`src/rtl/mem_req_unit.sv`:
```
// mem_req_unit: load/store request unit between the pipeline and a simple
// handshaked data-memory bus. Checks alignment, drives word-aligned bus
// requests with byte enables and lane-replicated store data, and extracts and
// extends the selected lane of load data.
// Optional feature: define MEM_TIMEOUT_EN to abort a request that waits
// TIMEOUT_CYCLES cycles without bus_ack (mem_exc = 3).
module mem_req_unit #(
   parameter int TIMEOUT_CYCLES = 64
) (
   input  logic        clk,
   input  logic        reset,
   input  logic        mem_valid,
   input  logic        mem_we,
   input  logic [1:0]  mem_width,
   input  logic        mem_sign,
   input  logic [31:0] mem_addr,
   input  logic [31:0] mem_wdata,
   output logic        mem_stall,
   output logic        mem_done,
   output logic [31:0] mem_rdata,
   output logic [1:0]  mem_exc,
   output logic        bus_req,
   output logic        bus_we,
   output logic [31:0] bus_addr,
   output logic [3:0]  bus_be,
   output logic [31:0] bus_wdata,
   input  logic        bus_ack,
   input  logic [31:0] bus_rdata
);

   typedef enum logic [1:0] {
      ST_IDLE = 2'd0,
      ST_REQ  = 2'd1,
      ST_DONE = 2'd2
   } state_t;

   localparam logic [1:0] EXC_NONE     = 2'd0;
   localparam logic [1:0] EXC_LD_ALIGN = 2'd1;
   localparam logic [1:0] EXC_ST_ALIGN = 2'd2;

   state_t      r_state;
   logic [1:0]  r_width;
   logic        r_sign;
   logic [1:0]  r_lane;
   logic        r_bus_req;
   logic        r_bus_we;
   logic [31:0] r_bus_addr;
   logic [3:0]  r_bus_be;
   logic [31:0] r_bus_wdata;
   logic        r_mem_done;
   logic [31:0] r_mem_rdata;
   logic [1:0]  r_mem_exc;

   logic        w_misaligned;
   logic [3:0]  w_be_in;
   logic [31:0] w_wdata_in;
   logic [31:0] w_shifted;
   logic [15:0] w_half;
   logic [31:0] w_load_data;

`ifdef MEM_TIMEOUT_EN
   localparam int CNT_W = $clog2(TIMEOUT_CYCLES + 1);
   logic [CNT_W-1:0] r_tmo_cnt;
`endif

   // Alignment check, byte enables and lane replication for the incoming request.
   always_comb begin
      w_misaligned = 1'b0;
      w_be_in      = 4'b0000;
      w_wdata_in   = 32'd0;
      case (mem_width)
         2'd0: begin
            w_misaligned = (mem_addr[1:0] != 2'b00);
            w_be_in      = 4'b1111;
            w_wdata_in   = mem_wdata;
         end
         2'd1: begin
            w_misaligned = mem_addr[0];
            w_be_in      = mem_addr[1] ? 4'b1100 : 4'b0011;
            w_wdata_in   = {2{mem_wdata[15:0]}};
         end
         2'd2: begin
            w_be_in      = 4'b0001 << mem_addr[1:0];
            w_wdata_in   = {4{mem_wdata[7:0]}};
         end
         default: begin
            w_misaligned = 1'b0;
         end
      endcase
   end

   // Select the addressed lane of the returned word and zero/sign-extend it.
   always_comb begin
      w_shifted   = bus_rdata >> {r_lane, 3'b000};
      w_half      = r_lane[1] ? bus_rdata[31:16] : bus_rdata[15:0];
      w_load_data = 32'd0;
      case (r_width)
         2'd0:    w_load_data = bus_rdata;
         2'd1:    w_load_data = {{16{r_sign & w_half[15]}}, w_half};
         2'd2:    w_load_data = {{24{r_sign & w_shifted[7]}}, w_shifted[7:0]};
         default: w_load_data = 32'd0;
      endcase
   end

   // Request FSM; every bus and completion output is a register updated here.
   always_ff @(posedge clk or negedge reset) begin
      if (!reset) begin
         r_state     <= ST_IDLE;
         r_width     <= 2'd0;
         r_sign      <= 1'b0;
         r_lane      <= 2'd0;
         r_bus_req   <= 1'b0;
         r_bus_we    <= 1'b0;
         r_bus_addr  <= 32'd0;
         r_bus_be    <= 4'b0000;
         r_bus_wdata <= 32'd0;
         r_mem_done  <= 1'b0;
         r_mem_rdata <= 32'd0;
         r_mem_exc   <= EXC_NONE;
`ifdef MEM_TIMEOUT_EN
         r_tmo_cnt   <= '0;
`endif
      end else begin
         r_mem_done <= 1'b0;
         case (r_state)
            ST_IDLE: begin
               if (mem_valid) begin
                  if (mem_width == 2'd3) begin
                     // Reserved width completes quietly without touching the bus.
                     r_state     <= ST_DONE;
                     r_mem_done  <= 1'b1;
                     r_mem_exc   <= EXC_NONE;
                     r_mem_rdata <= 32'd0;
                  end else if (w_misaligned) begin
                     r_state     <= ST_DONE;
                     r_mem_done  <= 1'b1;
                     r_mem_exc   <= mem_we ? EXC_ST_ALIGN : EXC_LD_ALIGN;
                     r_mem_rdata <= 32'd0;
                  end else begin
                     r_state     <= ST_REQ;
                     r_width     <= mem_width;
                     r_sign      <= mem_sign;
                     r_lane      <= mem_addr[1:0];
                     r_bus_req   <= 1'b1;
                     r_bus_we    <= mem_we;
                     r_bus_addr  <= {mem_addr[31:2], 2'b00};
                     r_bus_be    <= w_be_in;
                     r_bus_wdata <= w_wdata_in;
`ifdef MEM_TIMEOUT_EN
                     r_tmo_cnt   <= '0;
`endif
                  end
               end
            end
            ST_REQ: begin
               if (bus_ack) begin
                  r_state     <= ST_DONE;
                  r_mem_done  <= 1'b1;
                  r_mem_exc   <= EXC_NONE;
                  r_mem_rdata <= r_bus_we ? 32'd0 : w_load_data;
                  r_bus_req   <= 1'b0;
                  r_bus_we    <= 1'b0;
                  r_bus_be    <= 4'b0000;
               end
`ifdef MEM_TIMEOUT_EN
               else if (r_tmo_cnt == CNT_W'(TIMEOUT_CYCLES - 1)) begin
                  r_state     <= ST_DONE;
                  r_mem_done  <= 1'b1;
                  r_mem_exc   <= 2'd3;
                  r_mem_rdata <= 32'd0;
                  r_bus_req   <= 1'b0;
                  r_bus_we    <= 1'b0;
                  r_bus_be    <= 4'b0000;
               end else begin
                  r_tmo_cnt <= r_tmo_cnt + 1'b1;
               end
`endif
            end
            ST_DONE: begin
               r_state <= ST_IDLE;
            end
            default: begin
               r_state <= ST_IDLE;
            end
         endcase
      end
   end

   assign mem_stall = mem_valid & ~r_mem_done;
   assign mem_done  = r_mem_done;
   assign mem_rdata = r_mem_rdata;
   assign mem_exc   = r_mem_exc;
   assign bus_req   = r_bus_req;
   assign bus_we    = r_bus_we;
   assign bus_addr  = r_bus_addr;
   assign bus_be    = r_bus_be;
   assign bus_wdata = r_bus_wdata;

endmodule

```
`config.mk`:
```
export PLATFORM = sky130hd
export DESIGN_NAME = mem_req_unit
export DESIGN_NICKNAME = d
export VERILOG_FILES = /design/src/rtl/mem_req_unit.sv
export SDC_FILE = /design/constraint.sdc
export NUM_CORES = 1
export LEC_CHECK = 0
export BUFFER_PORTS_ARGS = -buffer_cell sky130_fd_sc_hd__buf_2
export CORE_AREA = 8 8 104 129
export DETAILED_ROUTE_END_ITERATION = 16
export DIE_AREA = 0 0 112 137
export PLACE_DENSITY = 0.83
export SYNTH_ARGS = -nofsm -noshare
export SYNTH_HDL_FRONTEND = slang
export SYNTH_SLANG_ARGS = --single-unit
```
`constraint.sdc`:
```
create_clock -name clk -period 2.03 [get_ports clk]
set_input_delay 0.203 -clock clk [delete_from_list [all_inputs] [get_ports clk]]
set_output_delay 0.203 -clock clk [all_outputs]
set_load 0.1 [all_outputs]
```
==> results.md <==
- Outcome: finished, final reports clean
- Final max-slew violation count: 0
- CP Cell Sequence: mux2i_1, o22ai_1, and3_1, a221o_1
- Top area cells in the synthesized netlist: dfrtp_1 (51%), mux2_2 (17%), mux2i_1 (4.2%)
- # IOs: 210
- Clock Tree Root: clkbuf_16
- Reg area: 2750 sq um
- Grt total ovfl: 0
- Endpoints failing setup: 0
- Delay of the slowest critical-path stage: 610 ps
- Port bufs: 207
- Die height: 137 um
- CTS Sinks: 110
- Setup TNS: 0 ps
- Final Util: 60.5%
- Cells after Synth: 460
- Worst clock skew: 5.85 ps
- Total number of vias: 4450
- Synth Register Bits: 110
- Layout filler cell count: 957
- Final Cycle Share: 91.4%
- Ys async rst share: 100%
- Later-pin clock latency in the skew report: 350 ps
- Number of global-route vias before repair: 4767
- Ant. Diodes: 0
- GRT Util Overall: 19.5%
- RSZ-0062 raised after global routing: false
- Post-DP HPWL: 11.7 mm
- Clock buffer depth: 2
- Post-Syn Area: 5450 sq um
- Critical Path RT: 2260 ps
- Commonest non-fill, non-tap cell in the layout: buf_2
- Crit path kind: reg2reg
- Startpoint Class: register
- Largest net degree at the start of global routing: 70
- WL per Instance: 19.0 um
- Commonest non-fill, non-tap cells in the layout: buf_2 (206), dfrtp_1 (109), mux2_2 (84), nand2_1 (30), inv_1 (29)
- Die X: 112 um
- Clk slew on worst S/H paths: 80 ps
- Max-cap violations: 0
- Initial antenna violation count: 1
- Share of layout cells above drive strength 1: 53.0%
- Nets: 763
- Synth area leader: dfrtp_1
- Post-CTS setup repair buffer count: 0
- Yosys cell types: 44
- EDFF count, synth: 0
- Sequential share of the synthesized area: 50.5%
- Gpl congestion: 0.897
- HP Class: in2reg
- CTS Buf Count: 9
- Core ar.: 11500 sq um
- Worst Max-Slew Pin Slew: 672 ps
- Arr. time, crit path: 2090 ps
- Synth top area share: 50.5%
- Synthesis-to-finish area growth: 27.1%
- 1st-iter DRT viols: 171
- Drt drc: 0
- Worst Setup End Kind: register
- CTS tree: done
- Post-DRT Antenna Nets: 0
- Via density per instance: 5.55
- Avg Cell Area, Syn: 11.8 sq um
- Initial core utilization: 47.6%
- Multi-input logic area: 2390 sq um
- Worst Path Max Fanout: 11
- Hold WS: 84.4 ps
- Critical path's slowest cell: dfrtp_1
- FP Rows: 44
- Total wire length: 15.3 mm
- First-pass GRT wire length: 24.0 mm
- Slew Limit Headroom: 55.1%
- Top FF cell, synth: dfrtp_1
- Htree depth: 3
- Fmax: 0.539 GHz
- Die ar.: 15300 sq um
- Final hold violations: 0
- Number of synthesis warnings: 0
- Fin crit period: 1860 ps
- 1st-pass router iterations: 4
synth_stat cells, drive strengths merged (6+ instances only):
master and n:
dfrtp 110, mux2 84, inv 30, nand2 30
o21ai 27, mux2i 23, a21oi 20, buf 18
clkbuf 18, a211oi 16, o32ai 16, a221o 15
nor2 10, a22o 8, nand3b 6, nor2b 6
through the flow:
stage / instance area, sq um / setup slack, ps / cells
3_5_place_dp: 6600 / 141 / 785
2_1_floorplan: 5460 / 73.5 / 461
4_1_cts: 6920 / 125 / 802
5_1_grt: 6930 / 103 / 802
6_report: 6930 / 175 / 802
3_3_place_gp: 6600 / 204 / 785
layer usage:
metal  vias up  wire (um)  GRT usage (%)
met5         -         10              0
met2       198       7910           34.7
met1      2155       5630           20.7
li1       2069          -              -
met4         2        377           8.11
met3        26       1330           7.15
sequential cells by signal, indices dropped and copies added (netlist names):
| register | count |
|---|---|
| r_width | 2 |
| r_state | 2 |
| r_sign | 1 |
| mem_done | 1 |
| bus_wdata | 32 |
| bus_addr | 30 |
| bus_be | 4 |
| bus_we | 1 |
| mem_exc | 2 |
| mem_rdata | 32 |
| r_lane | 2 |
| bus_req | 1 |
what timing repair did:
action                                  in CTS  in global routing
endpoints found under the hold margin      102                  0
hold buffers                                 1                  0
endpoints found under the setup margin       0                 11
resized for setup                            0                  1
final timing paths:
check,from,to,slack (ps),cells past startpoint
min in group asynchronous,reset,bus_addr[28]$_DFFE_PN0P_,440,3
setup / recovery,r_lane[1]$_DFFE_PN0P_,mem_rdata[12]$_DFFE_PN0P_,170,4
max in group asynchronous,reset,bus_addr[31]$_DFFE_PN0P_,1090,3
hold / removal,mem_addr[12],bus_addr[12]$_DFFE_PN0P_,80,2
setup reg to reg,r_lane[1]$_DFFE_PN0P_,mem_rdata[12]$_DFFE_PN0P_,170,4
hold reg to reg,r_state[1]$_DFFE_PN0P_,r_state[0]$_DFFE_PN0P_,460,1
worst max-delay path, delay by kind of cell, from the launching register on:
kind	cells	cell delay, ps
AO/OA/AOI/OAI	2	450
flip-flops	1	610
AND/OR/NAND/NOR	1	270
multiplexers	1	410
layout make-up:
cell class,instances,area share [%]
repair buffers,223,17.1
inverters,30,1.63
clock buffers,10,3.45
clock inverters,6,1.01
multi-input cells,285,34.5
well taps,138,2.49
flip-flops and latches,110,39.8
cells by family after synthesis:
logic type | count (synthesis) | share of synthesized area [%]
AO/OA/AOI/OAI | 112 | 15.8
buffers and inverters | 66 | 5.81
flip-flops | 110 | 50.5
AND/OR/NAND/NOR | 64 | 6.18
other | 1 | 0.0688
multiplexers | 107 | 21.6
Power is not shown: default switching activity piles up to over one toggle a cycle in this logic, so the estimate is an artifact.
